==> src/rtl/scan_mux_nway.sv <==
// Time-multiplexed N-way channel selector with masked auto scan,
// manual pinning, inter-slot blanking and a slot strobe.
module scan_mux_nway #(
    parameter int NUM_CH = 4,
    parameter int DATA_W = 4,
    parameter int SCAN_DIV = 100000,
    parameter int BLANK_CYC = 1000,
    localparam int SEL_W = $clog2(NUM_CH)
) (
    input  logic                     CLK,
    input  logic                     RESET,
    input  logic [NUM_CH*DATA_W-1:0] IN_BUS,
    input  logic [NUM_CH-1:0]        CH_EN,
    input  logic                     MODE,
    input  logic [SEL_W-1:0]         SEL,
    output logic [DATA_W-1:0]        OUT,
    output logic [NUM_CH-1:0]        ANODE,
    output logic                     STROBE
);

    localparam int CNT_W = $clog2(SCAN_DIV);
    localparam logic [CNT_W-1:0] LAST = CNT_W'(SCAN_DIV - 1);
    localparam logic [CNT_W-1:0] BLANK = CNT_W'(BLANK_CYC);

    logic             run;
    logic [CNT_W-1:0] cnt, cnt_nxt;
    logic [SEL_W-1:0] ptr, ptr_nxt;
    logic             tick, found, en_nxt;
    int               j;

    always_comb begin
        cnt_nxt = '0;
        ptr_nxt = ptr;
        found   = 1'b0;
        j       = 0;
        tick    = run && (cnt == LAST);
        if (run && (cnt != LAST))
            cnt_nxt = cnt + 1'b1;
        // first edge after release parks on channel 0 at cnt 0
        if (!run) begin
            ptr_nxt = '0;
        end else if (tick && MODE) begin
            ptr_nxt = SEL;
        end else if (tick) begin
            for (int k = 1; k < NUM_CH; k++) begin
                j = (int'(ptr) + k) % NUM_CH;
                if (!found && CH_EN[j]) begin
                    ptr_nxt = SEL_W'(j);
                    found   = 1'b1;
                end
            end
        end
        en_nxt = (int'(ptr_nxt) < NUM_CH) && CH_EN[ptr_nxt];
    end

    always_ff @(posedge CLK or posedge RESET) begin
        if (RESET) begin
            run    <= 1'b0;
            cnt    <= '0;
            ptr    <= '0;
            OUT    <= '0;
            ANODE  <= '1;
            STROBE <= 1'b0;
        end else begin
            run    <= 1'b1;
            cnt    <= cnt_nxt;
            ptr    <= ptr_nxt;
            STROBE <= (cnt_nxt == '0);
            if (en_nxt)
                OUT <= IN_BUS[int'(ptr_nxt)*DATA_W +: DATA_W];
            else
                OUT <= '0;
            if (en_nxt && (cnt_nxt >= BLANK))
                ANODE <= ~(NUM_CH'(1) << ptr_nxt);
            else
                ANODE <= '1;
        end
    end

endmodule
==> config.mk <==
export PLATFORM = sky130hd
export DESIGN_NAME = scan_mux_nway
export DESIGN_NICKNAME = d
export VERILOG_FILES = /design/src/rtl/scan_mux_nway.sv
export SDC_FILE = /design/constraint.sdc
export NUM_CORES = 1
export LEC_CHECK = 0
export CORE_ASPECT_RATIO = 1.2
export CORE_UTILIZATION = 40
export CTS_CLUSTER_SIZE = 8
export DETAILED_ROUTE_END_ITERATION = 16
export GPL_TIMING_DRIVEN = 0
export PLACE_DENSITY = 0.64
export SETUP_SLACK_MARGIN = 0.02
export SLEW_MARGIN = 0
export SYNTH_ARGS = -nofsm -noshare
export SYNTH_HDL_FRONTEND = slang
export SYNTH_SLANG_ARGS = --single-unit
==> constraint.sdc <==
create_clock -name CLK -period 2 [get_ports CLK]
set_input_delay 0.2 -clock CLK [delete_from_list [all_inputs] [get_ports CLK]]
set_output_delay 0.2 -clock CLK [all_outputs]
set_load 0.005 [all_outputs]
==> After elaboration in Yosys (flattened, before gate mapping) <==
Index checks and enable logic that the tools add are counted.
{ "op_classes": {"mul": 0, "muxes": 28, "add_sub_neg": 4, "n_div": 0, "bitwise_logic": 4, "shift": 2, "n_reduce_logical": 12, "n_lt_le_gt_ge": 5, "eq_ne": 2} }
{ "op_table": {"columns": ["cell", "n"], "rows": [
  ["adder 17 x 1 -> 17 bit (second input constant)", 1],
  ["equality test 17 bit (second input constant)", 1],
  [">= comparator 17 x 10 -> 1 bit (second input constant)", 1],
  ["logical NOT 17 bit", 1],
  ["two-way mux 17 bit", 1],
  ["inequality test 17 bit (second input constant)", 1],
  ["variable part select 16 x 5 -> 4 bit", 1],
  ["two-way mux 1 bit", 15],
  ["less-than comparator 3 x 4 -> 1 bit (second input constant)", 3],
  ["two-way mux 2 bit", 6],
  ["binary-select mux 1 bit (select 2 bit)", 4],
  ["two-way mux 4 bit", 2],
  ["logical AND 1 bit", 6],
  ["OR reduction 2 bit", 3],
  ["adder 2 bit (second input constant)", 2],
  ["inverter 4 bit", 1],
  ["left shift 1 x 2 -> 4 bit (first input constant)", 1],
  ["bitwise AND 1 bit (first input constant)", 3],
  ["less-than comparator 2 x 3 -> 1 bit (second input constant)", 1],
  ["adder 2 x 1 -> 2 bit (second input constant)", 1],
  ["logical NOT 1 bit", 2]
]} }
{ "word_totals": {"mem_bits_ro": 0, "latch_bits": 0, "n_memories": 0, "reg_bits": 29, "output_inout_bits": 9, "ram_bits": 0, "input_bits": 25, "word_cells": 63} }

==> Depth between registers and ports, before layout <==
Gate-level depths: netlist of the first run.
{ "logic_depth": {"word_depth": 26, "depth_mapped": 9, "depth_no_buf": 7} }

==> Worst setup path before layout of the first run <==
Ideal clock, no wire load.
{ "synth_path": {"kind": "register to register", "from": "reg cnt[0]", "to": "reg OUT[0]", "setup_slack_ns": 0.073, "period_less_slack_ns": 1.927, "required_time_ns": 1.867, "t_arrival_ns": 1.793, "setup_ns": 0.133, "n_path_buf": 2, "path_stages_with_launch": 10, "path_cell_list": "dfrtp_1 -> ha_1 -> and4_1 -> buf_6 -> nand4_4 -> o31ai_1 -> o21ai_1 -> buf_2 -> a31oi_1 -> a32oi_1"} }
{ "synth_between": {"elab_chain_cells": 8, "elab_cells_between_ends": 10, "cone_classes": "eq/ne: 1; shift: 1; mux: 6; reduce/logical: 2"} }
{ "synth_rtl": {"columns": ["item", "line", "rtl"], "rows": [
  ["from (decl)", "26", "logic [CNT_W-1:0] cnt, cnt_nxt;"],
  ["from (signal assigned)", "66", "cnt <= cnt_nxt;"],
  ["equality test 17 bit *", "36", "tick = run && (cnt == LAST);"],
  ["logical AND 1 bit *", "36", null],
  ["two-way mux 2 bit / logical AND 1 bit (equally long branches)", "44, 42", null],
  ["two-way mux 2 bit *", "42", "end else if (tick && MODE) begin"],
  ["two-way mux 2 bit *", "40", "if (!run) begin"],
  ["parallel branches: the longest is 2 deep, another holds variable part select 16 x 5 -> 4 bit", null, null],
  ["two-way mux 4 bit *", "69", "if (en_nxt)"],
  ["to (signal assigned)", "70", "OUT <= IN_BUS[int'(ptr_nxt)*DATA_W +: DATA_W];"],
  ["to (decl)", "16", "output logic [DATA_W-1:0] OUT,"]
]} }
Mark *: on every way between the ends. The select of a mux whose other input is x is not followed.

==> Worst setup path after layout of the first run <==
{ "layout_path": {"from": "reg cnt[1]", "to": "reg STROBE"} }
{ "layout_between": {"elab_chain_cells": 4, "elab_cells_between_ends": 5, "cone_classes": "add/sub: 1; eq/ne: 1; mux: 1; reduce/logical: 2"} }
{ "layout_rtl": {"columns": ["item", "line", "rtl"], "rows": [
  ["parallel branches: the longest is 2 deep, another holds adder 17 x 1 -> 17 bit", null, null],
  ["two-way mux 17 bit *", "37", "if (run && (cnt != LAST))"],
  ["logical NOT 17 bit *", "68", "STROBE <= (cnt_nxt == '0);"],
  ["to (signal assigned)", "68", null],
  ["to (decl)", "18", "output logic STROBE"]
]} }
Mark *: on every way between the ends.

==> results.cfg, run 1 <==
[timing]
setup_viol = 0
maxSlewHeadroom_pct = 24.8
rsz0062_at_grt = yes
finalCritPeriodShare_pct = 98.4
skew_ns = 0.00337
setup_tns_ns = 0
tightest_slew_ns = 1.13
clock.fmax_mhz = 508
fin_crit_ns = 1.97
hold_viol_final = 0
final-max-slew-violation-count = 0
hold_ws_ns = 0.284
timing.final.ws_setup_ns = 0.0325

[routing]
drcViolationCount = 0
firstDrtPassIters = 4
finalWirelength_um = 4910
postRouteAntennaNets = 0
routedWlPerCell_um = 15.6
drtIter0Drc = 67
vias_per_cell = 5.48
vias = 1721

[yosys]
synthArstFlopShare_pct = 100
seq_area_frac_synth_pct = 38.3
synth_top_family_by_area = simple AND/OR/NAND/NOR gates
synth_top_area_share_pct = 32.8
synth_xor_area_share_pct = 7.80
syn_inst = 200
synth.largest_area_cell = dfrtp_1
synthMuxAreaShare_pct = 0.524
yosys-top-cells-area = dfrtp_1 33%, dfstp_2 5.5%, xnor2_1 4.1%
synthTopCellsByCount = 25 x dfrtp_1, 20 x nor2_1, 11 x nand3_1
syn-num-nets = 226
synth.distinct_cells = 64
synth_most_common_cell = dfrtp_1
synth-compound-area-share_pct = 15.3
synth-edff-count = 0
synth_seq_cells = 29
synthSimpleGateAreaFrac_pct = 30.7
avgSynthCellArea_um2 = 9.55
syn-cell-area_um2 = 1910
synthAdderAreaFrac_pct = 0.655
yosys_most_used_dff = dfrtp_1
yosysWarnings = 0

[clock_network]
cts_root_buf = clkbuf_8
cts-buffers-inserted = 5
clk_pin_slew_ns = 0.07
h-tree-depth = 2
clk_latency_ns = 0.29
cts_buffer_depth = 2
cts.sink_count = 29
cts_tree = built

[setup_path]
crit_required_ns = 2.17
reg2reg_depth = 9
crit_path_end_kind = flip-flop
start_kind = flip-flop
r2r-end = STROBE$_DFF_PP0_
reg2reg_from = cnt[1]$_DFF_PP0_
path_class = reg2reg
reg2reg_slack_ns = 0.03
arrival_ns = 2.14
cp_max_fo = 5

[placed_design]
dp_cells = 288
io_buffers = 30
dpl_cell_area_um2 = 2280
place_congestion = 0.809
dpl.hpwl_um = 3220
dp_worst_setup_slack_ns = -0.305

[finish]
nFillCells = 456
fin_cells = 314
syn_to_final_growth_pct = 39.0
nets = 281
insertedDiodeCount = 0
drive_gt1_share_pct = 28.5
post-route-cell-area_um2 = 2650

[pwr]
power_density_nw_per_um2 = 493
power.leakage_uw = 0.00111
ir_drop_uv = 391

[floorplanning]
start_util_pct = 41.6
fp.dieH_um = 77.7
design.core.area_um2 = 4590
design.die.area_um2 = 5050
io_pins = 34
rows = 27
die-width_um = 65.1

[run]
cap_violations = 0

[grt]
grt_pass1_vias = 1648
grt_max_degree = 30
grt_pass1_wl_um = 7870
antenna_found_initial = 0
grt_usage_pct = 20.6
grt-ovfl-total = 0

[min_path]
hold_depth = 3
whs_endpoint = OUT[1]$_DFF_PP0_
hp-class = in2reg
min_from = CH_EN[2]

[run_status]
status = completed
## cells by family after synthesis
group	after synthesis
fa+ha+maj	1
other cells	1
flops	29
xor+xnor	17
buf+inv	24
compound gates	36
simple gates	91
mux	1
## registers in the layout (all words and copies together) (netlist names)
| signal | cells |
|---|---|
| OUT | 4 |
| ANODE | 4 |
| run | 1 |
| cnt | 17 |
| ptr | 2 |
| STROBE | 1 |
## layout by cell type, fill, tap and decap left out, types with 2 or more instances in the layout
cell,count
nor4bb_1,2
dfrtp_2,6
a21oi_1,4
buf_4,23
dfstp_2,4
nand2_1,9
a32oi_1,4
nor3b_1,2
and3_1,4
buf_2,5
nand3_1,11
nand4_1,7
a31oi_1,5
buf_6,3
nand3b_1,8
nor2_1,20
dfrtp_1,19
nor3_1,3
xnor2_1,9
nand4_4,3
nor4_2,2
clkbuf_8,7
inv_1,8
and4bb_1,2
clkdlybuf4s50_1,30
and2_1,2
xor2_1,7
## metrics by stage
step                      power [uW]  utilization, %
after detailed placement         757            49.7
final                           1310            57.8
after global routing            1380            57.8
after global placement           756            49.7
after floorplan                  681               -
after CTS                       1320            54.2
## layer usage
| metal | up-vias | wire (um) | track usage [%] |
|---|---|---|---|
| li1 | 841 | - | - |
| met1 | 838 | 2180 | 25.9 |
| met2 | 33 | 2460 | 33.6 |
| met3 | 9 | 137 | 3.97 |
| met4 | 0 | 126 | 9.35 |
| met5 | - | 0 | 0 |
## worst max-delay path by stage
stage / start / end / slack, ns / depth (start not counted)
2_1_floorplan: cnt[0]$_DFF_PP0_ / OUT[0]$_DFF_PP0_ / 0.07 / 9
3_3_place_gp: CH_EN[0] / OUT[1]$_DFF_PP0_ / -0.30 / 9
3_5_place_dp: CH_EN[0] / OUT[0]$_DFF_PP0_ / -0.31 / 9
4_1_cts: cnt[1]$_DFF_PP0_ / ANODE[3]$_DFF_PP1_ / 0.01 / 6
5_1_grt: cnt[1]$_DFF_PP0_ / STROBE$_DFF_PP0_ / -0.09 / 10
6_report: cnt[1]$_DFF_PP0_ / STROBE$_DFF_PP0_ / 0.03 / 9
## power breakdown
part	total, uW	switching (uW)	internal (uW)
Combinational	152	69.1	83.1
Sequential	610	10.2	600
Clock	546	235	311
Total	1310	314	994
## cell type report
cell class	instances	area [um^2]	area share, %
Clock inverter	1	5.00	0.189
Clock buffer	7	96.3	3.63
Buffer	14	103	3.87
Sequential cell	29	738	27.8
Timing Repair Buffer	50	445	16.8
Tap cell	58	72.6	2.73
Multi-Input combinational cell	147	1160	43.8
Inverter	8	30.0	1.13
## repair_timing
item	4_1_cts	5_1_grt
setup endpoints to repair	20	20
resized for setup	14	22
hold buffers	0	0
pin swaps	8	8
gates cloned	1	2
buffers inserted	7	10
## critical path, cell delays in order (launching register included)
cell      delay, ns
dfrtp_1        0.42
ha_4           0.19
and4_1         0.19
buf_6          0.13
buf_4          0.14
and3_1         0.17
o211ai_1       0.16
o41ai_1        0.12
a31oi_1        0.28
nor3_2         0.06
(Power assumes the default switching activity.)
==> run 2: changes to the inputs <==
--- a/config.mk
+++ b/config.mk
@@ -9,8 +9,9 @@
 export CORE_UTILIZATION = 40
 export CTS_CLUSTER_SIZE = 8
 export DETAILED_ROUTE_END_ITERATION = 16
+export DONT_BUFFER_PORTS = 1
 export GPL_TIMING_DRIVEN = 0
-export PLACE_DENSITY = 0.64
+export PLACE_DENSITY = 0.54
 export SETUP_SLACK_MARGIN = 0.02
 export SLEW_MARGIN = 0
 export SYNTH_ARGS = -nofsm -noshare
==> constraint.sdc (replaced) <==
create_clock -name CLK -period 2 [get_ports CLK]
set_input_delay 0.2 -clock CLK [delete_from_list [all_inputs] [get_ports CLK]]
set_output_delay 0.2 -clock CLK [all_outputs]
set_load 0.01 [all_outputs]
==> results.cfg, run 2 (synthesis gave the netlist of run 1 again) <==
[routing]
firstDrtPassIters = 4
routedWlPerCell_um = 17.1
vias = 1628
drtIter0Drc = 71
finalWirelength_um = 4680
vias_per_cell = 5.96
drcViolationCount = 0
postRouteAntennaNets = 0

[timing]
setup_tns_ns = -0.0261
setup_viol = 1
hold_ws_ns = 0.0740
skew_ns = 0.00824
finalCritPeriodShare_pct = 101
hold_viol_final = 0
rsz0062_at_grt = yes
timing.final.ws_setup_ns = -0.0261
fin_crit_ns = 2.03
tightest_slew_ns = 1.09
maxSlewHeadroom_pct = 27.5
clock.fmax_mhz = 494
final-max-slew-violation-count = 0

[floorplanning]
die-width_um = 65.1
rows = 27
io_pins = 34
design.die.area_um2 = 5050
fp.dieH_um = 77.7
start_util_pct = 41.6
design.core.area_um2 = 4590

[placed_design]
io_buffers = 0
dpl.hpwl_um = 3370
dp_cells = 258
place_congestion = 0.790

[setup_path]
crit_required_ns = 2.19
crit_family = simple AND/OR/NAND/NOR gates
arrival_ns = 2.22
crit_chain = ha_4 > and4_1 > buf_6 > nand4_4 > a21oi_2 > a21oi_4 > buf_6 > nand3b_1 > a32oi_2
cp_max_fo = 10
worst_path_max_delay_cell = dfrtp_1
critPathBufInv = 2
crit_path_end_kind = flip-flop
cp_common_cell = buf_6
start_kind = flip-flop
critPathMaxStageDelay_ns = 0.39
path_class = reg2reg

[run_status]
status = finished with violations
violations = setup timing

[grt]
antenna_found_initial = 0
grt_max_degree = 30
grt-ovfl-total = 0
grt_pass1_vias = 1585
grt_usage_pct = 19.6
grt_pass1_wl_um = 7570

[min_path]
hp-class = in2reg

[clock_network]
cts.sink_count = 29
h-tree-depth = 2
cts_root_buf = clkbuf_8
cts-buffers-inserted = 5
clk_latency_ns = 0.28
clk_pin_slew_ns = 0.07
cts_buffer_depth = 2
holdBufCountCts = 0
cts_tree = built

[finish]
top_register = cnt
layout_common_cells = 20 x dfrtp_1, 20 x nor2_1, 13 x buf_4, 11 x nand3_1, 9 x xnor2_1
drive_gt1_share_pct = 29.8
nets = 240
final_util_pct = 49.9
largest_reg_flops = 17
fin_cells = 273
top_regs = cnt: 17 flops, ANODE: 4 flops, OUT: 4 flops
syn_to_final_growth_pct = 20.2
insertedDiodeCount = 0

[pwr]
ir_drop_uv = 280
power_density_nw_per_um2 = 515
power.leakage_uw = 0.000933

[run]
cap_violations = 0
[run 2: routing by layer]
| metal | wire length, um | GRT usage (%) |
|---|---|---|
| met2 | 2490 | 34.5 |
| met1 | 1920 | 22.5 |
| met3 | 193 | 3.68 |
| met5 | 0 | 0 |
| met4 | 74 | 9.13 |
[run 2: what timing repair did]
action / 4_1_cts / 5_1_grt
gates cloned: 1 / 0
endpoints found under the setup margin: 20 / 9
pin swaps: 8 / 10
resized for setup: 15 / 24
setup buffers: 4 / 4
[run 2: worst paths after layout]
check / start / endpoint / slack, ns / depth (start not counted)
setup / recovery: cnt[1]$_DFF_PP0_ / OUT[3]$_DFF_PP0_ / -0.03 / 9
min in group asynchronous: RESET / cnt[12]$_DFF_PP0_ / 0.08 / 1
setup reg to reg: cnt[1]$_DFF_PP0_ / OUT[3]$_DFF_PP0_ / -0.03 / 9
hold reg to reg: cnt[16]$_DFF_PP0_ / cnt[16]$_DFF_PP0_ / 0.67 / 2
max in group asynchronous: RESET / cnt[2]$_DFF_PP0_ / 1.19 / 1
hold / removal: IN_BUS[4] / OUT[0]$_DFF_PP0_ / 0.07 / 2
[run 2: cell type report]
cell class	instances	area, um^2
timing repair buffer	9	65.1
clock buffer	6	72.6
inverter	8	30.0
multi-input combinational	147	1200
buffer	14	105
clock inverter	2	10.0
sequential	29	737
fill	455	2300
tap	58	72.6
[run 2: report_power, final]
part,total (uW),internal (uW),switching [uW]
clock network,468,241,228
logic,98.3,37.0,61.3
registers,615,600,14.3
total,1180,878,303
[run 2: worst register-to-register path: cells and delay by family, from the launching register on]
family,cells,cell delay [ns]
compound gates,3,0.54
fa+ha+maj,1,0.18
buf+inv,2,0.28
flops,1,0.39
simple gates,3,0.54
[run 2: per-stage QoR]
step           worst slack [ns]  total power [uW]  area (um^2)
6_report                -0.0261              1180         2290
5_1_grt                  -0.135              1230         2290
4_1_cts                 -0.0232              1190         2150
3_5_place_dp             -0.244               705         1980
3_3_place_gp             -0.239               701         1980
2_1_floorplan            0.0731               684         1910
